`config.mk`:
```
export PLATFORM = sky130hd
export DESIGN_NAME = host_bus_master
export DESIGN_NICKNAME = d
export VERILOG_FILES = /design/src/rtl/host_bus_pkg.sv /design/src/rtl/host_bus_master.sv
export SDC_FILE = /design/constraint.sdc
export NUM_CORES = 1
export LEC_CHECK = 0
export ABC_AREA = 1
export CAP_MARGIN = 0
export CELL_PAD_IN_SITES_DETAIL_PLACEMENT = 0
export CELL_PAD_IN_SITES_GLOBAL_PLACEMENT = 1
export CORE_AREA = 2 2 78 80
export DETAILED_ROUTE_END_ITERATION = 7
export DIE_AREA = 0 0 80 82
export MAX_ROUTING_LAYER = met4
export PLACE_DENSITY = 0.79
export SYNTH_ARGS = -nofsm -noshare
export SYNTH_HDL_FRONTEND = slang
export SYNTH_SLANG_ARGS = --single-unit
```
`constraint.sdc`:
```
create_clock -name clk -period 1.47 [get_ports clk]
set_input_delay 0.147 -clock clk [delete_from_list [all_inputs] [get_ports clk]]
set_output_delay 0.147 -clock clk [all_outputs]
set_load 0.01 [all_outputs]
```
`src/rtl/host_bus_pkg.sv`:
```
// host_bus_pkg: shared types and constants for the 8080-style host bus
// initiator (host_bus_master).
//   state_t      - bus-cycle FSM states
//   CNT_W        - width of the shared phase down-counter
//   DEF_T_*      - default phase lengths in clock cycles
//   cnt_load()   - counter value loaded on entry to a phase of length t
package host_bus_pkg;

  typedef enum logic [2:0] {
    IDLE   = 3'd0,
    SETUP  = 3'd1,
    STROBE = 3'd2,
    HOLD   = 3'd3,
    RECOV  = 3'd4
  } state_t;

  localparam int CNT_W = 4;

  localparam int DEF_T_SETUP = 2;
  localparam int DEF_T_PULSE = 4;
  localparam int DEF_T_HOLD  = 2;
  localparam int DEF_T_RECOV = 2;

  // A phase of t cycles starts at t-1 and ends when the counter reads 0.
  // A zero-length phase is never entered, so it simply loads 0.
  function automatic logic [CNT_W-1:0] cnt_load(input int t);
    return (t > 0) ? CNT_W'(t - 1) : '0;
  endfunction

endpackage

```
`src/rtl/host_bus_master.sv`:
```
// host_bus_master: initiator for an 8-bit 8080-style host bus (CE#, A0, WR#,
// RD#, D[7:0]). Takes one command at a time and runs a complete write or read
// bus cycle with programmable setup / strobe / hold / recovery lengths.
//
// Command handshake: a command is taken on a rising edge where cmd_valid and
// cmd_ready are both 1. cmd_ready is 1 only in IDLE; cmd_valid outside IDLE
// is ignored (nothing is queued). Read data comes back as a one-cycle
// rsp_valid pulse; rsp_rdat holds the value until the next read capture.
//
// Ports:
//   clk, rst              clock, synchronous active-high reset
//   cmd_valid/cmd_ready   command handshake
//   cmd_rnw, cmd_a0       1 = read / 0 = write, A0 value for the cycle
//   cmd_wdat              write data
//   rsp_valid, rsp_rdat   read response pulse and captured data
//   ce_x, a0, wr_x, rd_x  bus control (active-low strobes and enable)
//   dat_o, dat_oe, dat_i  data pad out / output enable / in
//   busy                  1 whenever the FSM is not in IDLE
//
// Every output is a flop whose next value is decoded from the next state, so
// pins change exactly on the edge that enters a phase.
module host_bus_master
  import host_bus_pkg::*;
#(
  parameter int T_SETUP = DEF_T_SETUP,
  parameter int T_PULSE = DEF_T_PULSE,
  parameter int T_HOLD  = DEF_T_HOLD,
  parameter int T_RECOV = DEF_T_RECOV
) (
  input  logic       clk,
  input  logic       rst,
  input  logic       cmd_valid,
  output logic       cmd_ready,
  input  logic       cmd_rnw,
  input  logic       cmd_a0,
  input  logic [7:0] cmd_wdat,
  output logic       rsp_valid,
  output logic [7:0] rsp_rdat,
  output logic       ce_x,
  output logic       a0,
  output logic       wr_x,
  output logic       rd_x,
  output logic [7:0] dat_o,
  output logic       dat_oe,
  input  logic [7:0] dat_i,
  output logic       busy
);

  if (T_SETUP < 1 || T_SETUP > 15) begin : g_chk_setup
    $error("host_bus_master: T_SETUP must be in 1..15");
  end
  if (T_PULSE < 1 || T_PULSE > 15) begin : g_chk_pulse
    $error("host_bus_master: T_PULSE must be in 1..15");
  end
  if (T_HOLD < 1 || T_HOLD > 15) begin : g_chk_hold
    $error("host_bus_master: T_HOLD must be in 1..15");
  end
  if (T_RECOV < 0 || T_RECOV > 15) begin : g_chk_recov
    $error("host_bus_master: T_RECOV must be in 0..15");
  end

  state_t             state, state_nxt;
  logic [CNT_W-1:0]   cnt, cnt_nxt;
  logic               lat_rnw, lat_rnw_nxt;
  logic               lat_a0, lat_a0_nxt;
  logic [7:0]         lat_wdat, lat_wdat_nxt;
  logic               expired;
  logic               capture;

  logic               ready_nxt, busy_nxt, ce_x_nxt, a0_nxt;
  logic               wr_x_nxt, rd_x_nxt, dat_oe_nxt, rsp_valid_nxt;
  logic [7:0]         dat_o_nxt, rsp_rdat_nxt;
  logic               active;

  assign expired = (cnt == '0);
  // Read data is sampled on the edge that leaves STROBE, i.e. at the very
  // end of the strobe where the device guarantees dat_i is stable.
  assign capture = (state == STROBE) && expired && lat_rnw;

  // State, phase counter and latched command.
  always_ff @(posedge clk) begin
    if (rst) begin
      state    <= IDLE;
      cnt      <= '0;
      lat_rnw  <= 1'b0;
      lat_a0   <= 1'b0;
      lat_wdat <= '0;
    end else begin
      state    <= state_nxt;
      cnt      <= cnt_nxt;
      lat_rnw  <= lat_rnw_nxt;
      lat_a0   <= lat_a0_nxt;
      lat_wdat <= lat_wdat_nxt;
    end
  end

  // Next state, counter reload and command latch.
  always_comb begin
    state_nxt    = state;
    lat_rnw_nxt  = lat_rnw;
    lat_a0_nxt   = lat_a0;
    lat_wdat_nxt = lat_wdat;
    cnt_nxt      = cnt;

    case (state)
      IDLE: begin
        if (cmd_valid && cmd_ready) begin
          state_nxt    = SETUP;
          lat_rnw_nxt  = cmd_rnw;
          lat_a0_nxt   = cmd_a0;
          lat_wdat_nxt = cmd_wdat;
        end
      end
      SETUP:   if (expired) state_nxt = STROBE;
      STROBE:  if (expired) state_nxt = HOLD;
      HOLD:    if (expired) state_nxt = (T_RECOV > 0) ? RECOV : IDLE;
      RECOV:   if (expired) state_nxt = IDLE;
      default: state_nxt = IDLE;
    endcase

    // One shared counter: reload on every phase entry, otherwise count down.
    if (state_nxt != state) begin
      case (state_nxt)
        SETUP:   cnt_nxt = cnt_load(T_SETUP);
        STROBE:  cnt_nxt = cnt_load(T_PULSE);
        HOLD:    cnt_nxt = cnt_load(T_HOLD);
        RECOV:   cnt_nxt = cnt_load(T_RECOV);
        default: cnt_nxt = '0;
      endcase
    end else if (!expired) begin
      cnt_nxt = cnt - 1'b1;
    end
  end

  // Next values of the output flops, decoded from the next state and the
  // command that will be latched on the same edge.
  always_comb begin
    active        = (state_nxt == SETUP) || (state_nxt == STROBE) ||
                    (state_nxt == HOLD);
    ready_nxt     = (state_nxt == IDLE);
    busy_nxt      = (state_nxt != IDLE);
    ce_x_nxt      = !active;
    // a0 keeps its last driven value through RECOV and IDLE.
    a0_nxt        = (state_nxt == SETUP) ? lat_a0_nxt : a0;
    wr_x_nxt      = !((state_nxt == STROBE) && !lat_rnw_nxt);
    rd_x_nxt      = !((state_nxt == STROBE) && lat_rnw_nxt);
    dat_oe_nxt    = active && !lat_rnw_nxt;
    dat_o_nxt     = (active && !lat_rnw_nxt) ? lat_wdat_nxt : dat_o;
    rsp_valid_nxt = capture;
    rsp_rdat_nxt  = capture ? dat_i : rsp_rdat;
  end

  always_ff @(posedge clk) begin
    if (rst) begin
      cmd_ready <= 1'b1;
      busy      <= 1'b0;
      ce_x      <= 1'b1;
      a0        <= 1'b0;
      wr_x      <= 1'b1;
      rd_x      <= 1'b1;
      dat_o     <= '0;
      dat_oe    <= 1'b0;
      rsp_valid <= 1'b0;
      rsp_rdat  <= '0;
    end else begin
      cmd_ready <= ready_nxt;
      busy      <= busy_nxt;
      ce_x      <= ce_x_nxt;
      a0        <= a0_nxt;
      wr_x      <= wr_x_nxt;
      rd_x      <= rd_x_nxt;
      dat_o     <= dat_o_nxt;
      dat_oe    <= dat_oe_nxt;
      rsp_valid <= rsp_valid_nxt;
      rsp_rdat  <= rsp_rdat_nxt;
    end
  end

endmodule

```
==> results.py <==
metrics = {
    "critical_path": {
        "cp-end-kind": "register",
        "r2r_slack_ns": 0.008,
        "cp_max_fo": 9,
        "crit_arrival_ns": 1.66,
        "crit_slowest_cell": "dfxtp_2",
        "cpPeakStageDelay_ns": 0.33,
        "worstPathRequired_ns": 1.66,
        "r2r_end": "busy",
        "critPathLaunchType": "register",
        "r2r_start": "cnt[0]",
        "critPathKind": "reg -> reg",
        "cp_cell_sequence": "inv_2 > ha_4 > nand2_4 > nor2_4 > nand2_2 > nand3_4 > nand2_8 > o21ai_4 > inv_1",
        "rr_worst_depth": 9,
    },
    "drt": {
        "post-route-drc-count": 0,
        "top_layer": "met4",
        "num_vias": 1518,
        "route.met3.wl_um": 167,
        "met2_length_um": 1740,
        "dr.first_iter.drc_count": 61,
        "viasPerCell": 4.28,
        "drt-total-wl_um": 3920,
        "wirelength_met1_um": 1940,
        "routedWlPerCell_um": 11.1,
        "ant_nets": 0,
        "dr.pass1.iters": 4,
    },
    "place": {
        "dp_cells": 346,
        "pre_cts_slack_ns": -0.160,
        "gp_congestion": 0.831,
        "port_buffers": 44,
        "place_hpwl_um": 2830,
        "placed_area_sq_um": 2450,
    },
    "global_routing": {
        "grt_max_degree": 16,
        "antenna_found_initial": 0,
        "overflow": 0,
        "grt_pass1_vias": 1395,
        "grt_usage": 0.134,
        "grt_pass1_wl_um": 6530,
    },
    "logic_synthesis": {
        "synth_edf_count": 0,
        "yosysTopAreaCell": "dfxtp_1",
        "postSynthAreaPerCell_sq_um": 8.38,
        "synth-async-reset-ratio": 0,
        "synthAdderAreaFrac": 0.00701,
        "yosysTopAreaCellShare": 0.460,
        "postSynthCellCount": 213,
        "synth_top_family_by_area": "simple AND/OR/NAND/NOR gates",
        "synth_compound_area_frac": 0.130,
        "synth-main-ff-cell": "dfxtp_1",
        "synthXorXnorAreaFrac": 0.0147,
        "synth-seq-area-share": 0.460,
        "synth_nets": 235,
        "ys_ff_latch": 41,
        "synthSimpleGateAreaFrac": 0.311,
        "yosysMostFrequentCell": "nor2_1",
        "muxShareOfSynthArea": 0,
        "synth_common_cells": "nor2_1 (45), dfxtp_1 (41), nand2_1 (25)",
        "ys_warn_count": 0,
        "netlist_area_sq_um": 1780,
        "yosysUniqueCellTypes": 31,
        "synth_area_leaders": "dfxtp_1 (46%), nor2_1 (9.5%), nand2_1 (5.3%)",
    },
    "finish": {
        "fin_area_sq_um": 2610,
        "drive_above_1_share": 0.286,
        "instances_no_fill": 355,
        "num_antenna_cells": 0,
        "fin_util": 0.454,
        "multi_input_area_sq_um": 911,
        "fillCellCount": 586,
        "nets": 301,
        "register_area_sq_um": 822,
        "areaGrowthSynthToFinish_pct": 46.3,
    },
    "clocking": {
        "clkSinkCount": 41,
        "holdBufCountCts": 0,
        "cts_inserted_buffers": 5,
        "cts_buffer_depth": 2,
        "root_buffer": "clkbuf_8",
        "cts.clk_slew.worst_paths_ns": 0.08,
        "htree_num_levels": 2,
        "insertion_delay_ns": 0.29,
        "cts_tree": "yes",
    },
    "min_path": {
        "whs_endpoint": "rsp_rdat[4]",
        "hp-class": "in -> reg",
        "min_delay_path_depth": 3,
        "worstHoldStart": "dat_i[4]",
    },
    "die": {
        "coreArea_sq_um": 5750,
        "die_w_um": 80,
        "die_h_um": 82,
        "start_util": 0.311,
        "die-area_sq_um": 6560,
        "io_pins": 45,
        "rows": 28,
    },
    "timing": {
        "worst_pin_slew_ns": 0.204,
        "finalCriticalPeriod_ns": 1.46,
        "slew_viol_final": 0,
        "timing.final.ws_setup_ns": 0.00788,
        "finalClockSkew_ns": 0.00446,
        "hold_viol_final": 0,
        "setup_viol": 0,
        "grt_setup_unrepaired": "true",
        "timing.setup.tns_ns": 0,
        "relSlewSlack": 0.863,
        "min_period_over_period": 0.995,
        "max_freq_mhz": 684,
    },
    "power_and_ir_drop": {
        "p_per_area_nw_per_um2": 2060,
        "leakage_nw": 1.08,
        "vdd_drop_max_mv": 0.670,
    },
    "outcome": {
        "status": "complete, no violations",
    },
    "job": {
        "cap_violations": 0,
    },
}
[layer usage]
metal	vias up	track usage
met3	7	0.0363
met5	-	-
li1	815	-
met4	0	0.0559
met1	669	0.175
met2	27	0.197
[cells by family after synthesis]
logic type | Yosys count
compound gates | 32
xor+xnor | 3
fa+ha+maj | 1
buf+inv | 26
flops | 41
simple gates | 110
[worst max path at each step]
| stage | start | to | slack [ns] | cells past startpoint |
|---|---|---|---|---|
| 2_1_floorplan | cnt[1] | dat_o[0] | 0.02 | 10 |
| 3_3_place_gp | cmd_valid | dat_o[7] | -0.15 | 10 |
| 3_5_place_dp | cmd_valid | dat_o[5] | -0.16 | 10 |
| 4_1_cts | cnt[0] | busy | 0.03 | 9 |
| 5_1_grt | cnt[0] | rsp_rdat[7] | -0.12 | 9 |
| 6_report | cnt[0] | busy | 0.008 | 9 |
[worst max-delay path, delay by kind of cell, from the launching register on]
kind                       cells  cell delay [ns]
AOI/OAI and AO/OA              1             0.15
adders and majority gates      1             0.17
buffers and inverters          2             0.13
DFF                            1             0.33
and+or+nand+nor                5             0.57
[cells in the final DEF (no fill, tap or decap)]
cell and n:
inv_4 3, nand2_8 2, inv_1 10, o21ai_1 2
ha_4 1, buf_12 1, o21ai_4 2, clkinv_2 2
a21oi_2 8, clkbuf_1 1, xor2_1 2, buf_6 3
xnor2_1 1, inv_2 6, nand2_1 24, or2_1 8
clkbuf_8 5, buf_4 17, nor2_4 3, nand3_2 1
nand2_2 2, nor3_1 2, dfxtp_1 40, o21ai_2 13
nand2_4 2, o21ai_0 5, clkdlybuf4s50_1 44, dfxtp_2 1
nand3_4 3, nor2_1 42, or2_2 1, a21oi_1 2
nor2_2 4, nand4_1 2, nand3_1 15
[repair_timing]
| item | in CTS | in global routing |
|---|---|---|
| gates resized for setup | 6 | 20 |
| hold endpoints to repair | 0 | 0 |
| cloned | 1 | 0 |
| pin swaps | 3 | 11 |
| setup endpoints to repair | 13 | 20 |
| setup buffers | 1 | 0 |
[registers in the layout (all words and copies together) (netlist names), 3 cells and up]
name,count
cnt,4
dat_o,8
rsp_rdat,8
lat_wdat,8
state,3
[cell type report]
cell class                 count  share of cell area
clock buffer                   6              0.0278
clock inverter                 2             0.00384
inverter                      19              0.0302
multi-input combinational    147               0.349
sequential                    41               0.315
tap                           75              0.0360
timing repair buffer          65               0.238
[report_power, final]
group          switching (mW)  internal [mW]
Clock                   0.376          0.329
Combinational            1.62           1.46
Sequential              0.178           1.42
Total                    2.17           3.21
[stage by stage]
| step | hold WS [ns] | power (mW) |
|---|---|---|
| after floorplan | 0.282 | 3.66 |
| after global placement | 0.473 | 4.47 |
| after detailed placement | 0.479 | 4.50 |
| after CTS | 0.419 | 5.43 |
| after global routing | 0.434 | 5.85 |
| final | 0.426 | 5.39 |
No activity file was read; power rests on OpenSTA's default activity.
